<file path="src/rtl/maze_chk_pkg.sv">
// rtl/maze_chk_pkg.sv - shared types and constants for the maze path checker
package maze_chk_pkg;

    localparam int N     = 17;
    localparam int CELLS = N * N;

    localparam logic [4:0] LAST     = 5'(N - 1);
    localparam logic [8:0] LAST_IDX = 9'(CELLS - 1);

    typedef enum logic [1:0] {
        CELL_PATH,
        CELL_WALL,
        CELL_SWORD,
        CELL_MONSTER
    } cell_t;

    typedef enum logic [1:0] {
        MV_RIGHT,
        MV_DOWN,
        MV_LEFT,
        MV_UP
    } move_t;

    typedef enum logic [2:0] {
        ERR_NONE,
        ERR_WALL,
        ERR_MONSTER,
        ERR_OOB,
        ERR_INCOMPLETE,
        ERR_EXTRA,
        ERR_TIMEOUT,
        ERR_PROTO
    } err_t;

    typedef enum logic [2:0] {
        ST_IDLE,
        ST_LOAD,
        ST_WAIT,
        ST_RUN,
        ST_DRAIN,
        ST_REPORT
    } state_t;

    function automatic logic [8:0] cell_index(input logic [4:0] row, input logic [4:0] col);
        return 9'(row * N + col);
    endfunction

endpackage

</file>
<file path="src/rtl/maze_map_store.sv">
// rtl/maze_map_store.sv - 17x17 cell map, indexed write, (row,col) read
module maze_map_store
    import maze_chk_pkg::*;
(
    input  logic       clk,
    input  logic       clr,
    input  logic       we,
    input  logic [8:0] waddr,
    input  cell_t      wdata,
    input  logic [4:0] rrow,
    input  logic [4:0] rcol,
    output cell_t      rdata
);

    cell_t      cells [CELLS];
    logic [8:0] raddr;

    // A write in the same cycle as a clear wins, so cell 0 survives the IDLE clear.
    always_ff @(posedge clk) begin
        if (clr) begin
            for (int i = 0; i < CELLS; i++) begin
                cells[i] <= CELL_PATH;
            end
        end
        if (we && (waddr <= LAST_IDX)) begin
            cells[waddr] <= wdata;
        end
    end

    assign raddr = cell_index(rrow, rcol);
    assign rdata = ((rrow <= LAST) && (rcol <= LAST)) ? cells[raddr] : CELL_PATH;

endmodule

</file>
<file path="config.mk">
export PLATFORM = sky130hd
export DESIGN_NAME = maze_map_store
export DESIGN_NICKNAME = d
export VERILOG_FILES = /design/src/rtl/maze_chk_pkg.sv /design/src/rtl/maze_map_store.sv
export SDC_FILE = /design/constraint.sdc
export NUM_CORES = 1
export LEC_CHECK = 0
export BUFFER_PORTS_ARGS = -buffer_cell sky130_fd_sc_hd__buf_2
export CAP_MARGIN = 30
export CELL_PAD_IN_SITES_DETAIL_PLACEMENT = 1
export CELL_PAD_IN_SITES_GLOBAL_PLACEMENT = 1
export CORE_MARGIN = 3
export CORE_UTILIZATION = 49
export DETAILED_ROUTE_END_ITERATION = 10
export PLACE_DENSITY = 0.76
export SYNTH_ARGS = -nofsm -noshare
export SYNTH_HDL_FRONTEND = slang
export SYNTH_SLANG_ARGS = --single-unit
</file>
<file path="constraint.sdc">
create_clock -name clk -period 3.65 [get_ports clk]
set_input_delay 0.365 -clock clk [delete_from_list [all_inputs] [get_ports clk]]
set_output_delay 0.365 -clock clk [all_outputs]
set_load 0.02 [all_outputs]
</file>
# --- Yosys cells after proc, flatten, opt, wreduce, memory -nomap -nowiden ---
# Memories as Yosys holds them, arrays and structs flattened.
# Index checks and enable logic that the tools add are counted.
totals:
  regBits: 0
  ram_bits: 578
  inputBits: 24
  output_inout_bits: 2
  word_cells: 13
  memories: 1
memory_table:
  columns: ["name", "depth", "word_bits", "rd", "rd_clocked_by_memory_dff", "write_ports", "line_no", "text"]
  rows:
  - ["cells", 289, 2, 1, 0, 290, "maze_map_store.sv:15", "cell_t cells [CELLS];"]
classes:
  addsub: 1
  n_mul: 1
  magnitude_cmp: 3
  mux: 5
  n_reduce_logical: 2
ops:
  columns: ["operator", "count"]
  rows:
  - ["5-bit less-or-equal comparator (second input constant)", 2]
  - ["9-bit by 5-bit adder with 9-bit output", 1]
  - ["9-bit less-or-equal comparator (second input constant)", 1]
  - ["5-bit by 5-bit multiplier with 9-bit output (second input constant)", 1]
  - ["1-bit two-way mux", 4]
  - ["1-bit logical AND", 2]
  - ["2-bit two-way mux", 1]

# --- Longest topological paths before layout ---
depth:
  depth_word: 4
  mapped_depth: 15
  mapped_depth_nobuf: 14

# --- Worst setup path after synthesis ---
# OpenSTA, ideal clock, no wires.
synth_timing:
  path_type: "input-to-output"
  start: "input port rrow[2]"
  end: "output port rdata[1]"
  t_arrival_ns: 3.613
  t_required_ns: 3.285
  slack_ns: -0.328
  cell_stages: 14
  n_path_buf: 4
  cell_sequence: "ha_1 > ha_1 > ha_1 > inv_1 > fa_1 > buf_2 > buf_2 > buf_1 > buf_1 > mux4_2 > nor3_1 > nor4_1 > nor4_2 > o21bai_1"
synth_between:
  elab_chain_len: 4
synth_rtl:
  columns: ["element", "line_no", "text"]
  rows:
  - ["start, declared", "maze_map_store.sv:10", "input logic [4:0] rrow,"]
  - ["5-bit by 5-bit multiplier with 9-bit output", "maze_chk_pkg.sv:45", "return 9'(row * N + col);"]
  - ["9-bit by 5-bit adder with 9-bit output", "maze_chk_pkg.sv:45", null]
  - ["memory read 289 x 2 bit", null, null]
  - ["2-bit two-way mux *", "maze_map_store.sv:31", "assign rdata = ((rrow <= LAST) && (rcol <= LAST)) ? cells[raddr] : CELL_PATH;"]
  - ["end, declared", "maze_map_store.sv:12", "output cell_t rdata"]
# Mark *: on every way between the ends. The rest lies on a longest branch, timed or not.

# --- Final worst setup path ---
layout_timing:
  start: "input port rcol[2]"
  end: "output port rdata[1]"
layout_between:
  elab_chain_len: 3
layout_rtl:
  columns: ["element", "line_no", "text"]
  rows:
  - ["start, declared", "maze_map_store.sv:11", "input logic [4:0] rcol,"]
  - ["9-bit by 5-bit adder with 9-bit output or 5-bit less-or-equal comparator (tied branches)", "maze_chk_pkg.sv:45, maze_map_store.sv:31", null]
  - ["memory read 289 x 2 bit or 1-bit logical AND (tied branches)", null, null]
  - ["2-bit two-way mux *", "maze_map_store.sv:31", null]
# Marked as above.

==> results.cfg <==
[finish]
final_area_um2 = 54600
nNetsFinal = 3583
syn_to_final_growth_pct = 20.3
largest_register = cells
reg_top3 = cells: 1024 flops
drive_gt1_frac = 0.240
fin_cells = 4879
largest_reg_flops = 1024

[sta]
slew_headroom = 0.318
finalSetupTns_ps = -1510
slew_violations = 0
fmax_ghz = 0.224
hold_viol_final = 0
setup_viol = 2
final.period_utilization = 1.22
worst_slew_pin_slew_ps = 1020
min_period_ps = 4460
worst_slack_ps = -811
rsz0062_at_grt = true

[route]
drt-wirelength-per-cell_um = 28.9
first_pass_iters = 5
drcViolationCount = 0
wl_um = 141000
avgViaCountPerCell = 5.93
ant_nets = 0
first_iter_violations = 3575
vias = 28900

[status]
run_status = complete, but fails checks
violations = negative setup slack

[global_routing]
grt_pass1_vias = 31000
antenna_found_initial = 8
grt_first_pass_wirelength_um = 206000
overflow = 0
grt_usage = 0.296
grt_max_degree = 109

[logic_synthesis]
synth_area_leaders = edfxtp_1 (68%), mux4_2 (14%), nor2_1 (5.2%)
synthMuxAreaShare = 0.147
synthAdderAreaFrac = 0.00529
yosysWarningCount = 0
synth_compound_area_frac = 0.0641
synth_edf_count = 1024
synth_top_area_frac = 0.677
ys_types = 65
ys_async_sr_fraction = 0
synthXorXnorAreaFrac = 0.00190
syn_inst = 2894
synth-main-ff-cell = edfxtp_1
synthSimpleGateAreaFrac = 0.0785
yosys.area.top_type = edfxtp_1
synth_top_family_by_area = multiplexers
synth_seq_area_share = 0.677
netlist_area_um2 = 45400
avgSynthCellArea_um2 = 15.7
synth_seq_cells = 1024

[worst_setup_path]
critical_path_class = in2out
crit_end = rdata[1]
cp_data_arrival_time_ps = 4100
path_max_fanout = 39
endpoint_kind = primary output
worst_setup_path_start_kind = primary input
worstPathRequired_ps = 3280
crit_start = rcol[2]

[clock_tree]
cts_tree = done
cts.sinks = 1024
hold_buffers = 0
h-tree-depth = 3
path_clk_slew_ps = 60
cts-buffers-inserted = 109
cts_buffer_depth = 3
cts-root-buf = clkbuf_16

[floorplan]
fp.dieW_um = 310
coreArea_um2 = 91800
row_count = 111
initial_utilization = 0.495
ioPinCount = 26
die_y_um = 310
dieArea_um2 = 96300

[power_and_ir_drop]
seqPwrFrac = 0.455
clkPwrFrac = 0.364
leakage_uw = 0.0197
power_frac_comb = 0.181
ir_drop_mv = 0.434
sw_frac_of_total = 0.260
p_switching_uw = 7980
total_power_uw = 30700
p_per_area_nw_per_um2 = 561
internal-power_uw = 22700

[flow_run]
drv_cap = 0

[placed_design]
gp_congestion = 0.928
port_buffers = 25
place_ws_ps = -1290
dp.cells = 4658
dp_hpwl_um = 94800
placed_area_um2 = 50400

[hold_path]
hold_class = in2reg
critical path, stage by stage:
cell      delay (ps)
buf_8            100
ha_4             240
ha_4             270
ha_4             130
inv_2             30
fa_4             900
buf_12           300
nor3_1            90
nor3_1           380
o221ai_2         180
or3_4            360
a311oi_4         340
o21bai_4         220
buf_6            150
cell type report:
cell class | instances | area, µm²
fillers | 8625 | 37200
flip-flops and latches | 1024 | 30700
multi-input cells | 2065 | 15800
repair buffers | 329 | 2900
clock buffers | 138 | 2900
well taps | 1243 | 1560
clock inverters | 65 | 661
inverters | 12 | 45.0
diodes | 3 | 7.51
per-layer routing:
layer	vias to the layer above	share of wire	GRT usage
li1	12000	-	-
met1	15100	0.36	0.385
met2	1536	0.50	0.493
met3	346	0.099	0.0592
met4	8	0.040	0.116
met5	-	0.00040	0
how the worst min path moves through the flow:
stage / start / to / slack, ps / cells after the start
2_1_floorplan: wdata[0] / cells[289][0]$_DFFE_PP_ / 460 / 0
3_3_place_gp: wdata[1] / cells[400][1]$_DFFE_PP_ / 900 / 1
3_5_place_dp: wdata[1] / cells[412][1]$_DFFE_PP_ / 930 / 1
4_1_cts: wdata[1] / cells[412][1]$_DFFE_PP_ / 190 / 1
5_1_grt: wdata[1] / cells[412][1]$_DFFE_PP_ / 200 / 1
6_report: wdata[1] / cells[412][1]$_DFFE_PP_ / 220 / 1
cells in the mapped netlist (all sizes together) (3+ instances only):
cell type,instances
edfxtp,1024
a311oi,3
mux2,8
clkbuf,133
a221oi,4
mux4,279
buf,105
nor4,8
a21oi,14
nand2,136
xnor2,5
nand2b,11
xor2,4
o221ai,3
a21o,238
nand4,4
a22oi,10
o22ai,18
a2111oi,4
a31oi,6
o21bai,47
and3,6
inv,11
o31ai,3
nor2,636
and2,5
or2,7
mux2i,30
nand3,16
o211ai,6
nor3,29
or3,4
a31o,7
ha,16
nor2b,12
o41ai,4
o21ai,12
a211oi,5
a22o,3
logic make-up (layout without fill, tap and decap cells):
family / Yosys count / in the layout
AO/OA/AOI/OAI: 394 / 394
other: 1 / 449
XOR/XNOR: 9 / 9
multiplexers: 317 / 317
AND/OR/NAND/NOR: 881 / 881
buffers and inverters: 250 / 544
adder cells (fa/ha/maj): 18 / 18
flip-flops: 1024 / 1024
layout by cell type (no fill, tap or decap), types with 13 or more instances in the layout:
master     instances
conb_1           446
nand3_1           16
a21o_1           238
bufinv_16         13
mux4_2           279
clkbuf_1          26
clkinv_2          19
ha_4              13
clkinv_1          24
edfxtp_1        1024
clkbuf_16        112
nor2_1           627
nand2_1          132
nor3_1            16
mux2i_1           30
buf_2             18
buf_12            31
o21bai_1          46
buf_4            267
power by group through the flow:
stage	Combinational [µW]	Sequential, µW	Clock, µW
after floorplan	2820	14000	0
after global routing	5770	14000	11800
final	5550	14000	11200
after detailed placement	4990	14200	0
after CTS	5210	14000	11300
after global placement	4870	14100	0
what timing repair did:
item                                   CTS  global route
gates resized for setup                 48            50
setup endpoints to repair                2             2
pin swaps                               15            22
buffers inserted                         8             9
endpoints found under the hold margin    0             0
per-stage QoR:
| stage | utilization | hold slack, ps |
|---|---|---|
| 2_1_floorplan | - | 464 |
| 3_3_place_gp | 0.549 | 897 |
| 3_5_place_dp | 0.549 | 926 |
| 4_1_cts | 0.591 | 190 |
| 5_1_grt | 0.595 | 198 |
| 6_report | 0.595 | 225 |
(Power assumes the default switching activity.)
